==> src/rtl/alu_exec_unit.sv <==
// ALU execution unit: add/sub/logic/compare/branch ops plus an iterative 1-bit-per-cycle shifter.
// Latency: 1 cycle for non-shift ops and zero-length shifts, N+1 cycles for an N-bit shift.
// Backpressure: the result is held until out_ready; a new request is accepted in the consume cycle.
module alu_exec_unit #(
    parameter int DATA_W = 32
) (
    input  logic              clk,
    input  logic              rst,
    input  logic              in_valid,
    output logic              in_ready,
    input  logic [3:0]        alu_ctl,
    input  logic [DATA_W-1:0] op_a,
    input  logic [DATA_W-1:0] op_b,
    input  logic [4:0]        shamt,
    output logic              out_valid,
    input  logic              out_ready,
    output logic [DATA_W-1:0] result,
    output logic              branch_taken,
    output logic              zero,
    output logic              busy
);

    typedef enum logic [1:0] {
        ST_IDLE  = 2'd0,
        ST_SHIFT = 2'd1,
        ST_HOLD  = 2'd2
    } state_t;

    state_t            r_state;
    state_t            w_state_nxt;
    logic [DATA_W-1:0] r_result;
    logic              r_zero;
    logic              r_br;
    logic [4:0]        r_cnt;
    logic              r_dir_right;

    logic              w_accept;
    logic              w_is_shift;
    logic              w_start_shift;
    logic              w_shift_last;
    logic [DATA_W-1:0] w_shift_next;
    logic [DATA_W-1:0] w_alu_res;
    logic              w_br;
    logic [DATA_W-1:0] w_diff;
    logic              w_lt_s;
    logic              w_lt_u;

    assign w_accept      = in_valid && in_ready;
    assign w_is_shift    = (alu_ctl == 4'd6) || (alu_ctl == 4'd7);
    assign w_start_shift = w_accept && w_is_shift && (shamt != 5'd0);
    assign w_shift_last  = (r_cnt == 5'd1);
    assign w_shift_next  = r_dir_right ? (r_result >> 1) : (r_result << 1);

    assign w_diff = op_a - op_b;
    assign w_lt_s = $signed(op_a) < $signed(op_b);
    assign w_lt_u = op_a < op_b;

    // Single-cycle ALU result and branch decision; shifts only reach here with shamt=0, so they pass op_b
    always_comb begin
        w_alu_res = '0;
        w_br      = 1'b0;
        case (alu_ctl)
            4'd0:  w_alu_res = op_a + op_b;
            4'd1:  w_alu_res = w_diff;
            4'd2:  w_alu_res = op_a & op_b;
            4'd3:  w_alu_res = op_a | op_b;
            4'd4:  w_alu_res = op_a ^ op_b;
            4'd5:  w_alu_res = ~(op_a | op_b);
            4'd6:  w_alu_res = op_b;
            4'd7:  w_alu_res = op_b;
            4'd8:  begin w_alu_res = w_diff; w_br = (op_a == op_b); end
            4'd9:  begin w_alu_res = w_diff; w_br = (op_a != op_b); end
            4'd10: begin w_alu_res = w_diff; w_br = !w_lt_s; end
            4'd11: begin w_alu_res = w_diff; w_br = !w_lt_s && (op_a != op_b); end
            4'd12: begin w_alu_res = w_diff; w_br = w_lt_s || (op_a == op_b); end
            4'd13: begin w_alu_res = w_diff; w_br = w_lt_s; end
            4'd14: w_alu_res = {{(DATA_W-1){1'b0}}, w_lt_s};
            4'd15: w_alu_res = {{(DATA_W-1){1'b0}}, w_lt_u};
            default: w_alu_res = '0;
        endcase
    end

    // Next-state and handshake outputs; a consume in HOLD may take a new request as if from IDLE
    always_comb begin
        w_state_nxt = r_state;
        in_ready    = 1'b0;
        out_valid   = 1'b0;
        busy        = 1'b0;
        case (r_state)
            ST_IDLE: begin
                in_ready = !rst;
                if (w_accept) w_state_nxt = w_start_shift ? ST_SHIFT : ST_HOLD;
            end
            ST_SHIFT: begin
                busy = 1'b1;
                if (w_shift_last) w_state_nxt = ST_HOLD;
            end
            ST_HOLD: begin
                out_valid = 1'b1;
                in_ready  = !rst && out_ready;
                if (out_ready) begin
                    if (w_accept) w_state_nxt = w_start_shift ? ST_SHIFT : ST_HOLD;
                    else          w_state_nxt = ST_IDLE;
                end
            end
            default: w_state_nxt = ST_IDLE;
        endcase
    end

    // State register
    always_ff @(posedge clk) begin
        if (rst) r_state <= ST_IDLE;
        else     r_state <= w_state_nxt;
    end

    // Result datapath: load on acceptance, then shift one bit per cycle while iterating
    always_ff @(posedge clk) begin
        if (rst) begin
            r_result    <= '0;
            r_zero      <= 1'b0;
            r_br        <= 1'b0;
            r_cnt       <= 5'd0;
            r_dir_right <= 1'b0;
        end else if (w_accept) begin
            if (w_start_shift) begin
                r_result    <= op_b;
                r_cnt       <= shamt;
                r_dir_right <= alu_ctl[0];
                r_zero      <= 1'b0;
                r_br        <= 1'b0;
            end else begin
                r_result <= w_alu_res;
                r_zero   <= (w_alu_res == '0);
                r_br     <= w_br;
            end
        end else if (r_state == ST_SHIFT) begin
            r_result <= w_shift_next;
            r_cnt    <= r_cnt - 5'd1;
            if (w_shift_last) r_zero <= (w_shift_next == '0);
        end
    end

    assign result       = r_result;
    assign zero         = r_zero;
    assign branch_taken = r_br;

endmodule

==> config.mk <==
export PLATFORM = sky130hd
export DESIGN_NAME = alu_exec_unit
export DESIGN_NICKNAME = d
export VERILOG_FILES = /design/src/rtl/alu_exec_unit.sv
export SDC_FILE = /design/constraint.sdc
export NUM_CORES = 1
export LEC_CHECK = 0
export ABC_AREA = 1
export BUFFER_PORTS_ARGS = -buffer_cell sky130_fd_sc_hd__buf_2
export CORE_UTILIZATION = 55
export DETAILED_ROUTE_END_ITERATION = 10
export PLACE_DENSITY = 0.85
export RECOVER_POWER = 50
export SYNTH_ARGS = -nofsm -noshare
export SYNTH_HDL_FRONTEND = slang
export SYNTH_SLANG_ARGS = --single-unit
==> constraint.sdc <==
create_clock -name clk -period 1.8 [get_ports clk]
set_input_delay 0 -clock clk [delete_from_list [all_inputs] [get_ports clk]]
set_output_delay 0 -clock clk [all_outputs]
set_load 0.02 [all_outputs]
==> qor.csv, run 1 <==
stage;metric;value;unit
yosys;Post-synth ARST share;0;%
clock_network;H-tree levels;2;
yosys;most frequent cell after synthesis;nand2_1;
placement;HPWL Detailed;33540;µm
clock_network;Clock Path Buffers;2;
clock_network;CTS Sinks;42;
yosys;Post-synth top flop;dfxtp_1;
yosys;Cell variety after synth;48;
placement;I/O Buffers;113;
floorplan;Ports;114;
yosys;syn_nets;1964;
global_routing;largest net degree at the start of global routing;36;
floorplan;die height;132.7;µm
run_status;Stop stage;global routing;
yosys;most area-hungry cell type in the Yosys netlist;nand2_1;
yosys;area share of the largest cell type after synthesis;23.06;%
yosys;Synth area leaders;nand2_1 23%, ha_1 13%, inv_1 12%;
clock_network;CTS root buf;clkbuf_16;
floorplan;Die Width;132.7;µm
clock_network;CTS Buf Count;5;
yosys;Yosys warning count;0;
global_routing;number of global-route vias before repair;18935;
floorplan;Placement Rows;47;
placement;RePlAce Congestion;1.164;
run_status;outcome;aborted with a tool error;
global_routing;GR Util All Layers;79.45;%
yosys;Post-Syn Instances;1787;
yosys;post-synthesis sequential element count;42;
floorplan;Initial Util;56.44;%
yosys;Syn Std Cell Area;9393;µm²
global_routing;gr ovfl total;168;
yosys;synth cell count leaders;577 x nand2_1, 297 x inv_1, 162 x nor2_1, 154 x nand3_1, 116 x a21oi_1;
global_routing;global-route wire length before repair;108600;µm
placement;Placed Cells;2459;
placement;Post-DP Area;13090;µm²
yosys;Mean Syn Cell Area;5.256;µm²
yosys;sequential area share after synthesis;8.952;%
yosys;Post-synth EDFFs;0;
run_status;First Err;[ERROR GRT-0116] Global routing finished with congestion. Check the congestion regions in the DRC Viewer.;
stage by stage:
stage	setup WS [ns]	setup TNS [ns]	utilization (%)
after floorplan	-0.1003	-0.1724	-
after global placement	-0.8060	-11.29	78.63
after detailed placement	-0.8740	-15.06	78.63
after CTS	-0.4461	-0.9150	85.91
timing repair:
item,in CTS
hold buffers,2
resized for setup,227
endpoints found under the setup margin,28
endpoints found under the hold margin,2
gates cloned,0
pin swaps,63
setup buffers,20
per-layer routing:
layer,track usage (%),GRT overflow
met5,16.11,0
met4,83.91,76
met3,63.64,2
met2,95.96,88
met1,79.59,2
cell families after synthesis:
group / synth area share (%)
fa+ha+maj: 13.48
compound gates: 17.00
mux: 0.3197
simple gates: 43.92
flops: 8.952
xor+xnor: 0.4663
buf+inv: 15.87
==> run 2: changes to the inputs <==
--- a/config.mk
+++ b/config.mk
@@ -7,9 +7,9 @@
 export LEC_CHECK = 0
 export ABC_AREA = 1
 export BUFFER_PORTS_ARGS = -buffer_cell sky130_fd_sc_hd__buf_2
-export CORE_UTILIZATION = 55
+export CORE_UTILIZATION = 40
 export DETAILED_ROUTE_END_ITERATION = 10
-export PLACE_DENSITY = 0.85
+export PLACE_DENSITY_LB_ADDON = 0.15
 export RECOVER_POWER = 50
 export SYNTH_ARGS = -nofsm -noshare
 export SYNTH_HDL_FRONTEND = slang
==> constraint.sdc (replaced) <==
create_clock -name clk -period 2.3 [get_ports clk]
set_input_delay 0 -clock clk [delete_from_list [all_inputs] [get_ports clk]]
set_output_delay 0 -clock clk [all_outputs]
set_load 0.02 [all_outputs]
==> qor.csv, run 2 <==
stage;metric;value;unit
run_status;outcome;finished with violations;
run_status;failing checks;negative hold slack;
yosys;Mean Syn Cell Area;5.256;µm²
cells_and_area;final instance area;12920;µm²
drt;vias per cell;5.238;
clock_network;Reg clk slew, reported paths;0.06;ns
worst_setup_path;critical path type;in2reg;
cells_and_area;Fillers;2483;
yosys;Cell variety after synth;48;
global_routing;largest net degree at the start of global routing;43;
clock_network;CTS Sinks;42;
sta;skew final;0.007497;ns
worst_setup_path;Critical Path RT;2.53;ns
run;Maximum Capacitance Violations;0;
drt;DRT Pass-1 Iters;5;
clock_network;H-tree levels;2;
worst_setup_path;reg-to-reg slack, setup;0.15;ns
yosys;area share of the largest cell type after synthesis;23.06;%
floorplan;core area;22850;µm²
floorplan;die height;155.2;µm
sta;period utilisation layout;95.90;%
yosys;Post-Syn Instances;1787;
placement;Post-DP Area;12200;µm²
cells_and_area;share of cells above drive strength 1;25.14;%
sta;Final Hold Slack;-0.006771;ns
drt;WL/cell;16.38;µm
drt;remaining antenna violation count;0;
cells_and_area;# nets final;2305;
floorplan;DIE AREA;24100;µm²
sta;final hold vios;1;
worst_setup_path;Worst Setup Start Kind;primary input;
yosys;Synth area leaders;nand2_1 23%, ha_1 13%, inv_1 12%;
drt;Vias;12786;
floorplan;Die Width;155.2;µm
cells_and_area;most common cell after layout, fill and taps aside;nand2_1;
drt;DRC Markers;0;
yosys;Yosys warning count;0;
yosys;sequential area share after synthesis;8.952;%
cells_and_area;most frequent cells in the layout;550 x nand2_1, 291 x inv_1, 278 x buf_4, 138 x nand3_1, 129 x nor2_1;
placement;I/O Buffers;113;
yosys;syn_nets;1964;
placement;RePlAce Congestion;1.045;
pwr;pwr/cell area;338.5;nW/µm²
yosys;Post-synth EDFFs;0;
sta;slew margin rel.;48.38;%
sta;Slew @ Worst Pin;0.7714;ns
drt;Routed WL;39980;µm
cells_and_area;Final Core Density;56.56;%
floorplan;Ports;114;
yosys;most area-hungry cell type in the Yosys netlist;nand2_1;
cells_and_area;ant diodes;0;
clock_network;CTS root buf;clkbuf_16;
global_routing;initial antenna violation count;0;
worst_setup_path;Crit. End Element;register;
worst_setup_path;crit-path max FO;5;
clock_network;Clock Path Buffers;2;
cells_and_area;Largest register FFs;32;
yosys;Post-synth top flop;dfxtp_1;
pwr;Power, Total;4.374;mW
clock_network;CTS tree;built;
pwr;Static Leakage;6.842;nW
floorplan;Initial Util;41.11;%
sta;Setup Total Neg Slack;0;ns
yosys;Post-synth ARST share;0;%
yosys;most frequent cell after synthesis;nand2_1;
sta;min Tclk post-route;2.206;ns
sta;endpoints failing setup;0;
yosys;synth cell count leaders;577 x nand2_1, 297 x inv_1, 162 x nor2_1, 154 x nand3_1, 116 x a21oi_1;
clock_network;Skew-Pair Late Insertion Delay;0.29;ns
yosys;Syn Std Cell Area;9393;µm²
cells_and_area;area delta synth->final;37.58;%
worst_hold_path;Hold WC Path Type;in2reg;
yosys;post-synthesis sequential element count;42;
global_routing;global-route wire length before repair;62310;µm
floorplan;Placement Rows;55;
clock_network;CTS Buf Count;5;
global_routing;GR Util All Layers;32.81;%
pwr;worst vdd ir;0.2401;mV
global_routing;gr ovfl total;0;
sta;achievable frequency;453.4;MHz
sta;max-slew violations;0;
global_routing;number of global-route vias before repair;11917;
drt;Starting DRT DRC Count;1229;
worst_setup_path;Worst EP arrival;2.43;ns
placement;HPWL Detailed;33130;µm
==> run 2: area by class of cell <==
cell class	count	area [µm²]	share of cell area, %
Sequential cell	42	840.8	6.507
Inverter	301	1136	8.792
Timing Repair Buffer	401	2771	21.45
Clock inverter	2	10.01	0.07746
Clock buffer	5	125.1	0.9682
Multi-Input combinational cell	1377	7647	59.18
Tap cell	313	391.6	3.031
==> run 2: layer usage <==
layer / GRT usage (%) / vias to the layer above / part of all wire [%]
met5: 0 / - / 0
met4: 11.95 / 0 / 4.0
met3: 3.092 / 80 / 6.5
met2: 54.68 / 494 / 45
met1: 43.88 / 5827 / 45
li1: - / 6385 / -
==> run 2: timing repair <==
| action | in CTS | in global routing |
|---|---|---|
| setup buffers | 0 | 4 |
| endpoints found under the setup margin | 2 | 12 |
| hold buffers | 2 | 0 |
| pin swaps | 1 | 17 |
| gates resized for setup | 9 | 142 |
| endpoints found under the hold margin | 2 | 0 |
==> run 2: logic make-up after synthesis <==
| group | count (synthesis) | share of synthesized area (%) |
|---|---|---|
| XOR/XNOR | 5 | 0.4663 |
| AND/OR/NAND/NOR | 984 | 43.92 |
| buffers and inverters | 368 | 15.87 |
| multiplexers | 3 | 0.3197 |
| adder cells (fa/ha/maj) | 100 | 13.48 |
| flip-flops | 42 | 8.952 |
| AO/OA/AOI/OAI | 285 | 17.00 |
==> run 2: where the power goes <==
part	internal, mW	switching (mW)	total (mW)
clock network	0.392	0.293	0.685
logic	1.18	1.72	2.90
registers	0.759	0.0321	0.791
==> run 2: per-stage QoR <==
stage	setup slack [ns]	hold slack [ns]	std cells
floorplan	0.3160	0.1609	1787
global placement	-0.4661	0.2913	2428
detailed placement	-0.4863	0.2934	2428
CTS	0.006162	0.001206	2437
global route	-0.02579	0.02301	2441
finish	0.09422	-0.006771	2441
==> run 2: worst max-delay path: stages <==
cell	delay (ns)
buf_2	0.09
inv_1	0.06
ha_4	0.30
nand2_1	0.12
nor2_4	0.17
nand3_2	0.14
nand2_4	0.12
nand2_1	0.09
nand2_2	0.13
nand2_1	0.07
nand3_1	0.07
nand3_1	0.19
nor2_1	0.15
nand2_1	0.09
nor2_2	0.14
nand4_1	0.14
nor2_1	0.14
nand2_1	0.09
a21oi_2	0.11
==> run 2: worst paths after layout <==
kind               start         to  cells after the start
max              op_b[6]       zero                     19
min             shamt[4]   r_cnt[4]                      3
max reg2reg  r_dir_right       zero                      8
min reg2reg    result[6]  result[6]                      2
(Power assumes the default switching activity.)
==> run 3: changes to the inputs <==
--- a/config.mk
+++ b/config.mk
@@ -6,7 +6,7 @@
 export NUM_CORES = 1
 export LEC_CHECK = 0
 export ABC_AREA = 1
-export BUFFER_PORTS_ARGS = -buffer_cell sky130_fd_sc_hd__buf_2
+export BUFFER_PORTS_ARGS = -buffer_cell sky130_fd_sc_hd__clkbuf_2
 export CORE_UTILIZATION = 40
 export DETAILED_ROUTE_END_ITERATION = 10
 export PLACE_DENSITY_LB_ADDON = 0.15
==> qor.csv, run 3 (synthesis results as in run 2) <==
stage;metric;value;unit
floorplan;DIE AREA;24100;µm²
drt;DRC Markers;0;
sta;fin worst setup slack;0.09240;ns
sta;Slew @ Worst Pin;0.6596;ns
placement;I/O Buffers;113;
drt;DRT Pass-1 Iters;7;
floorplan;Ports;114;
worst_setup_path;CP max-delay cell;ha_2;
run_status;outcome;complete, no violations;
worst_setup_path;Crit path largest cell delay;0.39;ns
drt;Starting DRT DRC Count;1082;
worst_setup_path;Worst Setup Start Kind;primary input;
clock_network;CTS root buf;clkbuf_16;
sta;final hold vios;0;
clock_network;Reg clk slew, reported paths;0.07;ns
worst_setup_path;Critical Path RT;2.53;ns
drt;vias per cell;5.215;
pwr;Combinational Power Share;61.8;%
sta;RSZ-0062 raised after global routing;true;
worst_hold_path;Hold WC Path Type;in2reg;
drt;WL/cell;16.40;µm
pwr;Static Leakage;6.962;nW
sta;period utilisation layout;95.98;%
sta;achievable frequency;453.0;MHz
placement;HPWL Detailed;33680;µm
floorplan;core area;22850;µm²
worst_setup_path;Buffers & Inverters on Critical Path;4;
sta;skew final;0.009934;ns
floorplan;Die Width;155.2;µm
sta;max-slew violations;0;
global_routing;initial antenna violation count;0;
sta;slew margin rel.;55.86;%
pwr;sw power;2.023;mW
cells_and_area;Largest register FFs;32;
cells_and_area;# nets final;2328;
pwr;Pint;2.581;mW
worst_setup_path;Worst EP arrival;2.44;ns
global_routing;largest net degree at the start of global routing;48;
drt;Routed WL;40430;µm
cells_and_area;area delta synth->final;36.77;%
sta;min Tclk post-route;2.208;ns
run;Maximum Capacitance Violations;0;
pwr;pwr/cell area;358.4;nW/µm²
global_routing;GR Util All Layers;33.59;%
clock_network;CTS tree;built;
global_routing;number of global-route vias before repair;12177;
pwr;Switching Fraction;43.94;%
worst_setup_path;crit path cell chain;clkbuf_2 > inv_1 > ha_2 > buf_4 > nand2_1 > nor2_1 > inv_1 > nor2_1 > nand3_1 > nand3_1 > nand2_1 > nand3_1 > nand3_1 > nor2_1 > nand4_1 > nor2_1 > nand2_1 > a21oi_2;
drt;remaining antenna violation count;0;
clock_network;Clock Path Buffers;2;
cells_and_area;share of cells above drive strength 1;23.00;%
clock_network;CTS Buf Count;5;
cells_and_area;most common cell after layout, fill and taps aside;nand2_1;
drt;Vias;12856;
floorplan;Initial Util;41.11;%
cells_and_area;most frequent cells in the layout;571 x nand2_1, 301 x buf_4, 296 x inv_1, 148 x nand3_1, 140 x nor2_1;
global_routing;gr ovfl total;0;
pwr;clock power share;21.1;%
clock_network;CTS Sinks;42;
worst_setup_path;crit-path max FO;5;
pwr;Power, Total;4.604;mW
clock_network;H-tree levels;2;
worst_setup_path;Top delay family on crit path;simple AND/OR/NAND/NOR gates;
placement;RePlAce Congestion;1.028;
placement;worst slack at placement;-0.5346;ns
worst_setup_path;Crit. End Element;register;
worst_setup_path;critical path type;in2reg;
sta;endpoints failing setup;0;
floorplan;die height;155.2;µm
pwr;worst vdd ir;0.2525;mV
pwr;Reg power frac;17.2;%
clock_network;Skew-Pair Late Insertion Delay;0.30;ns
cells_and_area;ant diodes;0;
global_routing;global-route wire length before repair;63250;µm
floorplan;Placement Rows;55;
[run 3: cell count changes in the layout (fill, tap and decap cells not counted), sizes merged]
cell         previous run  this run
dlygate4sd3             2         3
clkinv                  2         0
bufinv                  0         2
clkbuf                 42       119
buf                   362       308
clkinvlp                1         0
inv                   300       301
[run 3: repair_timing]
item / in CTS / in global routing
gates resized for setup: 6 / 68
hold endpoints to repair: 3 / 0
pin swaps: 2 / 4
setup endpoints to repair: 1 / 10
hold buffers: 3 / 0
buffers inserted: 1 / 0
[run 3: metal layers]
| layer | wire, µm | GRT usage [%] |
|---|---|---|
| met3 | 2942 | 4.178 |
| met2 | 17910 | 55.58 |
| met4 | 1889 | 14.24 |
| met5 | 0 | 0 |
| met1 | 17690 | 43.91 |
[run 3: final timing paths]
path	startpoint	slack, ns	end	cells after the start
max	op_b[18]	0.09	zero	18
min	out_ready	0.02	r_state[1]	4
max reg2reg	r_dir_right	0.13	zero	7
min reg2reg	result[6]	0.48	result[6]	2
[run 3: layout make-up]
type                            instances  area, µm²
Clock inverter                          2      60.06
Tap cell                              313      391.6
Fill cell                            2473      10000
Multi-Input combinational cell       1377       7342
Timing Repair Buffer                  424       2940
Clock buffer                            6      138.9
Inverter                              301       1132
Sequential cell                        42      840.8
[run 3: worst min-delay path: stages]
cell	delay, ns
clkbuf_2	0.08
inv_1	0.06
a2bb2oi_1	0.06
nor2_1	0.07
[run 3: metrics by stage]
| stage | setup TNS [ns] | hold slack, ns | utilization (%) | instance area, µm² | std cells |
|---|---|---|---|---|---|
| after floorplan | 0 | 0.1609 | - | 9393 | 1787 |
| after global placement | -1.993 | 0.2770 | 54.17 | 12380 | 2453 |
| after detailed placement | -2.135 | 0.2775 | 54.17 | 12380 | 2453 |
| after CTS | 0 | 0.01962 | 55.28 | 12630 | 2465 |
| after global routing | -0.05446 | 0.05813 | 56.23 | 12850 | 2465 |
| final | 0 | 0.01515 | 56.23 | 12850 | 2465 |
[run 3: power groups by stage]
stage	Combinational, mW	Clock [mW]	Sequential (mW)
floorplan	1.42	0	0.826
global placement	2.67	0	0.805
detailed placement	2.69	0	0.805
CTS	2.72	0.972	0.789
global route	3.12	0.996	0.793
finish	2.84	0.970	0.790
